**src/rtl/mem_arbiter_pkg.sv**
```systemverilog
// rtl/mem_arbiter_pkg.sv - shared state/opcode encodings and width default for the memory arbiter
package mem_arbiter_pkg;

    localparam int MEM_W_DEFAULT = 32;

    typedef enum logic [1:0] {
        ST_IDLE    = 2'd0,
        ST_IF_XFER = 2'd1,
        ST_D_XFER  = 2'd2
    } arb_state_t;

    typedef enum logic [1:0] {
        OP_NONE  = 2'd0,
        OP_FETCH = 2'd1,
        OP_LOAD  = 2'd2,
        OP_STORE = 2'd3
    } mem_op_t;

    function automatic mem_op_t data_op(input logic we);
        return we ? OP_STORE : OP_LOAD;
    endfunction

endpackage

```
**src/rtl/mem_arbiter.sv**
```systemverilog
// rtl/mem_arbiter.sv - two-port (fetch/data) arbiter onto one shared memory port
// Data port wins by default but yields to a pending fetch after DATA_STREAK grants in a row.
module mem_arbiter
    import mem_arbiter_pkg::*;
#(
    parameter int DATA_STREAK = 2,
    parameter int MEM_W       = MEM_W_DEFAULT
) (
    input  logic             clk,
    input  logic             rst,
    input  logic             if_req,
    input  logic [MEM_W-1:0] if_adr,
    output logic [MEM_W-1:0] if_rdata,
    output logic             if_done,
    input  logic             d_req,
    input  logic             d_we,
    input  logic [MEM_W-1:0] d_adr,
    input  logic [MEM_W-1:0] d_wdata,
    output logic [MEM_W-1:0] d_rdata,
    output logic             d_done,
    output logic             mem_req,
    output logic             mem_we,
    output logic [MEM_W-1:0] mem_adr,
    output logic [MEM_W-1:0] mem_wdata,
    input  logic [MEM_W-1:0] mem_rdata,
    input  logic             mem_done,
    output logic             busy
);

    localparam int              SW         = $clog2(DATA_STREAK + 2);
    localparam logic [SW-1:0]   STREAK_MAX = SW'(DATA_STREAK);

    arb_state_t       r_state,     w_state_nxt;
    mem_op_t          r_op,        w_op_nxt;
    logic [SW-1:0]    r_streak,    w_streak_nxt;
    logic             r_mem_req,   w_mem_req_nxt;
    logic             r_mem_we,    w_mem_we_nxt;
    logic [MEM_W-1:0] r_mem_adr,   w_mem_adr_nxt;
    logic [MEM_W-1:0] r_mem_wdata, w_mem_wdata_nxt;
    logic [MEM_W-1:0] r_if_rdata,  w_if_rdata_nxt;
    logic [MEM_W-1:0] r_d_rdata,   w_d_rdata_nxt;
    logic             r_if_done,   w_if_done_nxt;
    logic             r_d_done,    w_d_done_nxt;
    logic             r_busy;

    logic             w_grant_ok;
    logic             w_pick_d;

    // No grant while a done pulse is out: a still-held req is not re-issued, and
    // the other port cannot slip in, which keeps the streak pattern D,D,IF intact.
    assign w_grant_ok = ~r_if_done & ~r_d_done;
    assign w_pick_d   = d_req & (~if_req | (r_streak < STREAK_MAX));

    always_comb begin
        w_state_nxt     = r_state;
        w_op_nxt        = r_op;
        w_streak_nxt    = r_streak;
        w_mem_req_nxt   = r_mem_req;
        w_mem_we_nxt    = r_mem_we;
        w_mem_adr_nxt   = r_mem_adr;
        w_mem_wdata_nxt = r_mem_wdata;
        w_if_rdata_nxt  = r_if_rdata;
        w_d_rdata_nxt   = r_d_rdata;
        w_if_done_nxt   = 1'b0;
        w_d_done_nxt    = 1'b0;

        case (r_state)
            ST_IDLE: begin
                if (w_grant_ok) begin
                    if (w_pick_d) begin
                        w_state_nxt     = ST_D_XFER;
                        w_op_nxt        = data_op(d_we);
                        w_mem_req_nxt   = 1'b1;
                        w_mem_we_nxt    = d_we;
                        w_mem_adr_nxt   = d_adr;
                        w_mem_wdata_nxt = d_wdata;
                        if (!if_req) begin
                            w_streak_nxt = '0;
                        end else if (r_streak != STREAK_MAX) begin
                            w_streak_nxt = r_streak + SW'(1);
                        end
                    end else if (if_req) begin
                        w_state_nxt   = ST_IF_XFER;
                        w_op_nxt      = OP_FETCH;
                        w_mem_req_nxt = 1'b1;
                        w_mem_we_nxt  = 1'b0;
                        w_mem_adr_nxt = if_adr;
                        w_streak_nxt  = '0;
                    end
                end
            end
            ST_IF_XFER: begin
                if (mem_done) begin
                    w_state_nxt    = ST_IDLE;
                    w_op_nxt       = OP_NONE;
                    w_mem_req_nxt  = 1'b0;
                    w_mem_we_nxt   = 1'b0;
                    w_if_rdata_nxt = mem_rdata;
                    w_if_done_nxt  = 1'b1;
                end
            end
            ST_D_XFER: begin
                if (mem_done) begin
                    w_state_nxt   = ST_IDLE;
                    w_op_nxt      = OP_NONE;
                    w_mem_req_nxt = 1'b0;
                    w_mem_we_nxt  = 1'b0;
                    w_d_done_nxt  = 1'b1;
                    if (r_op == OP_LOAD) begin
                        w_d_rdata_nxt = mem_rdata;
                    end
                end
            end
            default: begin
                w_state_nxt   = ST_IDLE;
                w_op_nxt      = OP_NONE;
                w_mem_req_nxt = 1'b0;
                w_mem_we_nxt  = 1'b0;
            end
        endcase
    end

    always_ff @(posedge clk) begin
        if (rst) begin
            r_state     <= ST_IDLE;
            r_op        <= OP_NONE;
            r_streak    <= '0;
            r_mem_req   <= 1'b0;
            r_mem_we    <= 1'b0;
            r_mem_adr   <= '0;
            r_mem_wdata <= '0;
            r_if_rdata  <= '0;
            r_d_rdata   <= '0;
            r_if_done   <= 1'b0;
            r_d_done    <= 1'b0;
            r_busy      <= 1'b0;
        end else begin
            r_state     <= w_state_nxt;
            r_op        <= w_op_nxt;
            r_streak    <= w_streak_nxt;
            r_mem_req   <= w_mem_req_nxt;
            r_mem_we    <= w_mem_we_nxt;
            r_mem_adr   <= w_mem_adr_nxt;
            r_mem_wdata <= w_mem_wdata_nxt;
            r_if_rdata  <= w_if_rdata_nxt;
            r_d_rdata   <= w_d_rdata_nxt;
            r_if_done   <= w_if_done_nxt;
            r_d_done    <= w_d_done_nxt;
            r_busy      <= (w_state_nxt != ST_IDLE);
        end
    end

    assign if_rdata  = r_if_rdata;
    assign if_done   = r_if_done;
    assign d_rdata   = r_d_rdata;
    assign d_done    = r_d_done;
    assign mem_req   = r_mem_req;
    assign mem_we    = r_mem_we;
    assign mem_adr   = r_mem_adr;
    assign mem_wdata = r_mem_wdata;
    assign busy      = r_busy;

endmodule

```
**config.mk**
```make
export PLATFORM = sky130hd
export DESIGN_NAME = mem_arbiter
export DESIGN_NICKNAME = d
export VERILOG_FILES = /design/src/rtl/mem_arbiter_pkg.sv /design/src/rtl/mem_arbiter.sv
export SDC_FILE = /design/constraint.sdc
export NUM_CORES = 1
export LEC_CHECK = 0
export ABC_CLOCK_PERIOD_IN_PS = 4650
export BUFFER_PORTS_ARGS = -buffer_cell sky130_fd_sc_hd__buf_2
export CAP_MARGIN = 15
export CORE_ASPECT_RATIO = 1.25
export CORE_MARGIN = 4
export CORE_UTILIZATION = 49
export DETAILED_ROUTE_END_ITERATION = 16
export PLACE_DENSITY = 0.85
export RECOVER_POWER = 100
export SLEW_MARGIN = 15
export SYNTH_ARGS = -nofsm -noshare
export SYNTH_HDL_FRONTEND = slang
export SYNTH_SLANG_ARGS = --single-unit
```
**constraint.sdc**
```tcl
create_clock -name clk -period 4.65 [get_ports clk]
set_input_delay 0.465 -clock clk [delete_from_list [all_inputs] [get_ports clk]]
set_output_delay 0.465 -clock clk [all_outputs]
set_load 0.01 [all_outputs]
```
After elaboration in Yosys (flattened, before gate mapping):

Index checks and enable logic that the tools add are counted.

* flip-flop bits (word level): 139
* latch bits: 0
* RAM bits: 0
* bits in read-only memories: 0
* bits of input ports: 134
* output and inout port bits: 133
* logic and storage cells: 69
* memories: 0

* $add $sub $neg: 1
* multiply operators: 0
* divide/modulo/power cells: 0
* magnitude comparators: 1
* eq/ne operators: 8
* shift operators: 0
* multiplexer cells: 27
* bitwise operators: 8
* reduce and logical (&&, ||, !) cells: 12

Operator list (count)
* 32-bit 2-to-1 mux: 2
* 2-bit 2-to-1 mux: 12
* 3-bit AND reduction: 4
* 1-bit 2-to-1 mux: 9
* 2-bit case mux with 2 select lines: 2
* 2-bit OR reduction: 3
* 1-bit NOT: 5
* 2-bit equality test, second input constant: 2
* 2-bit != test, second input constant: 2
* 1-bit case mux with 2 select lines: 2
* 4-bit AND reduction: 1
* 2-bit nonzero test: 2
* 3-bit by 2-bit != test with 1-bit output, second input constant: 1
* 3-bit != test, second input constant: 1
* 2-bit by 1-bit adder with 2-bit output, second input constant: 1
* 1-bit bitwise AND: 2
* 2-bit by 1-bit equality test with 1-bit output, second input constant: 1
* 2-bit logical NOT: 1
* 2-bit less-than comparator, second input constant: 1
* 2-bit by 1-bit != test with 1-bit output, second input constant: 1
* 2-bit AND reduction: 1
* 1-bit OR: 1

Logic depth before layout (Yosys ltp):

* depth after elaboration: 7
* gate-level depth with buffers: 8
* gate-level depth less buffers: 6

Worst setup path before layout:

No wires, ideal clock.

* path kind: flip-flop to flip-flop
* start point: register r_state[1]
* end point: register r_mem_adr[15] (netlist: mem_adr[15])
* setup time: 144 ps
* arrival: 1618 ps
* data required time: 4506 ps
* setup slack: 2888 ps
* stages on the path, launching flop included: 8
* buffers on the path: 2
* path through: dfxtp_1 inv_1 ha_1 or3b_4 nor2_4 buf_4 buf_2 a311oi_2

* longest elaborated chain between the ends: 2

RTL lines
* from (decl): RTL line mem_arbiter.sv:33 `arb_state_t r_state, w_state_nxt;`
* from (signal assigned): RTL line mem_arbiter.sv:138 `r_state <= w_state_nxt;`
* 2-bit logical NOT: RTL line mem_arbiter.sv:67 `case (r_state)`
* 3-bit AND reduction (no source line)
* to (signal assigned): RTL line mem_arbiter.sv:143 `r_mem_adr <= w_mem_adr_nxt;`
* to (decl): RTL line mem_arbiter.sv:38 `logic [MEM_W-1:0] r_mem_adr, w_mem_adr_nxt;`

No other way between the ends.
A chain may end at the register's enable or synchronous reset.

Final worst setup path:

* start point: register r_state[0]
* end point: register r_mem_adr[8] (netlist: mem_adr[8])

The elaborated chain is that of the path after synthesis.

==> results.cfg <==
[power]
p_sw_frac = 0.255
totalPowerFinal_uw = 3200
power.leakage_uw = 0.00283
seqPwrFrac = 0.411
clock_power_share = 0.457
peakVddDrop_v = 0.000282
combinationalPowerShare = 0.132
power.internal_uw = 2390
power_switching_uw = 817
power_density_nw_per_um2 = 451

[detailed_routing]
wl_per_cell_um = 14.3
vias_per_cell = 5.12
drt_wl_total_um = 15000
initialDrtViolationCount = 231
num_vias = 5372
drtPass1Iterations = 5
postRouteAntennaNets = 0
drc = 0

[sta]
fin_crit_sh = 0.745
setup_viol_count_final = 0
fin_setup_tns_ns = 0
slew_headroom = -0.433
rsz0062_at_grt = no
hold_violations = 0
skew_ns = 0.00905
max_freq_mhz = 289
worst_slew_pin_slew_ns = 2.15
period_minus_slack_ns = 3.47
slew_viol_final = 191

[layout]
layout_common_cells = nand2_1, dfxtp_1, clkbuf_1
nets = 1044
antenna_cells = 0
drive_gt1_frac = 0.205
final_common_cell = nand2_1
utilization = 0.672
syn_to_final_growth_pct = 35.0
finish.instance_area_sq_um = 7100

[clock_tree]
cts_buffers = 17
clkLatencyLatePin_ns = 0.41
clk_path_buf_depth = 2
htreeDepth = 4
cts_setup_buffers = 0
cts-root-buf = clkbuf_16
cts_sinks = 139
clkSlewWorstSetupHoldPaths_ns = 0.06
cts_hold_buf = 0
post_cts_resized = 0
tritoncts = yes

[die]
initial_utilization = 0.498
die-area_sq_um = 12500
die_h_um = 124
ios = 267
std_cell_rows = 42
die_w_um = 101
core_area_sq_um = 10600

[critical_path]
path_cells = inv_1 -> ha_1 -> or3b_1 -> nor2_2 -> buf_4 -> nor2_1 -> a311oi_1
ff2ff_path_depth = 7
arrival_ns = 3.75
critical_path.reg2reg.endpoint = mem_adr[8]$_SDFFE_PP0P_
reg2reg_from = r_state[0]$_SDFF_PP0_
cpPeakStageDelay_ns = 1.46
end_kind = register
slowest_stage = nor2_2
cp_top_family = simple AND/OR/NAND/NOR gates
crit_type = register to register
required_ns = 4.93
path_max_fanout = 51
startpoint_type = register
cp_num_buf_inv = 2
regToRegSetupSlack_ns = 1.18

[global_routing]
grt_overflow_total = 0
grtUsageMet2 = 0.389
grt_pass1_vias = 4877
grt_usage = 0.234
grt_pass1_wl_um = 23000
grt_antenna_before_repair = 0
grt.met3_usage = 0.0829
gr-usage-met1 = 0.271
grt.busiest_layer = met2
grt_max_degree = 107

[place]
port_buffers = 266
dpl_cell_area_sq_um = 6630
hpwlAfterDp_um = 10600
place_congestion = 0.828

[min_path]
holdPathStages = 2
worstHoldStart = d_we
hp-class = input port to register
min_to = mem_we$_SDFFE_PP0P_

[yosys]
synth_area_sq_um = 5260
ys_async_sr_fraction = 0
synth-edff-count = 0
yosysUniqueCellTypes = 31
synth_ff_type = dfxtp_1
syn-mean-instance-area_sq_um = 7.97
synthCells = 660
synth_warnings = 0
synthesis.nets = 799
ys_seq_elements = 139
seq_area_frac_synth = 0.529

[outcome]
violations = capacitance limit, slew limit
status = complete, but fails checks

[run]
cap_viol_max_count = 3
==> power groups by stage <==
stage | Clock, uW | Sequential, uW | Combinational, uW
after floorplan | 0 | 1380 | 224
after global placement | 0 | 1340 | 434
after detailed placement | 0 | 1340 | 446
after CTS | 1490 | 1310 | 448
after global routing | 1550 | 1330 | 470
final | 1460 | 1320 | 424
==> synthesized netlist by cell type (all sizes together) (2+ instances only) <==
| cell | n | area (sq um) |
|---|---|---|
| a21o | 2 | 15.0 |
| nor3 | 2 | 10.0 |
| nor3b | 4 | 30.0 |
| a21oi | 101 | 505 |
| nand2 | 263 | 987 |
| nor2 | 40 | 158 |
| o31ai | 2 | 15.0 |
| a311oi | 32 | 343 |
| inv | 4 | 15.0 |
| clkbuf | 33 | 124 |
| dfxtp | 139 | 2780 |
| ha | 5 | 62.6 |
| and2 | 2 | 12.5 |
| buf | 15 | 78.8 |
| o21ai | 3 | 15.0 |
| or3 | 3 | 18.8 |
==> stage by stage <==
step                      cells  setup WS [ns]  hold slack, ns
after global placement     1016           1.98           0.438
after floorplan             660           2.89           0.441
final                      1050           1.18           0.277
after global routing       1050          0.902           0.277
after CTS                  1050           1.86           0.261
after detailed placement   1018           1.90           0.443
==> flip-flops by register name (all words and copies together) (netlist names) <==
signal	flops
if_rdata	32
mem_req	1
r_op	2
busy	1
d_done	1
mem_adr	32
r_state	2
d_rdata	32
r_streak	2
mem_wdata	32
mem_we	1
if_done	1
==> metal layers <==
metal / wire length, um / up-vias
met5: 0 / -
met4: 323 / 0
met3: 1330 / 24
met2: 7490 / 219
met1: 5870 / 2441
li1: - / 2688
==> logic make-up after synthesis <==
| family | Yosys count | share of synthesized area |
|---|---|---|
| flip-flops | 139 | 0.529 |
| adder cells (fa/ha/maj) | 5 | 0.0119 |
| AND/OR/NAND/NOR | 319 | 0.239 |
| AO/OA/AOI/OAI | 145 | 0.179 |
| buffers and inverters | 52 | 0.0414 |
==> worst max-delay path by stage <==
stage,start,end,slack [ns],cells past startpoint
after floorplan,r_state[1]$_SDFF_PP0_,mem_adr[15]$_SDFFE_PP0P_,2.89,7
after global placement,r_state[1]$_SDFF_PP0_,mem_adr[7]$_SDFFE_PP0P_,1.98,7
after detailed placement,r_state[0]$_SDFF_PP0_,mem_adr[8]$_SDFFE_PP0P_,1.90,7
after CTS,r_state[1]$_SDFF_PP0_,mem_adr[8]$_SDFFE_PP0P_,1.86,7
after global routing,r_state[1]$_SDFF_PP0_,mem_adr[11]$_SDFFE_PP0P_,0.90,7
final,r_state[0]$_SDFF_PP0_,mem_adr[8]$_SDFFE_PP0P_,1.18,7
==> worst reg2reg max path: stages (launching register included) <==
cell and delay, ns:
dfxtp_1 0.35, inv_1 0.10, ha_1 0.26, or3b_1 0.43, nor2_2 1.47, buf_4 0.43, nor2_1 0.06, a311oi_1 0.23
==> final cells by class <==
cell class,instances,area [sq um]
Clock buffer,17,425
Clock inverter,15,220
Fill cell,967,3460
Inverter,4,15.0
Multi-Input combinational cell,469,2260
Sequential cell,139,2780
Tap cell,132,165
Timing Repair Buffer,274,1230
Power figures use the tool's default switching activity.
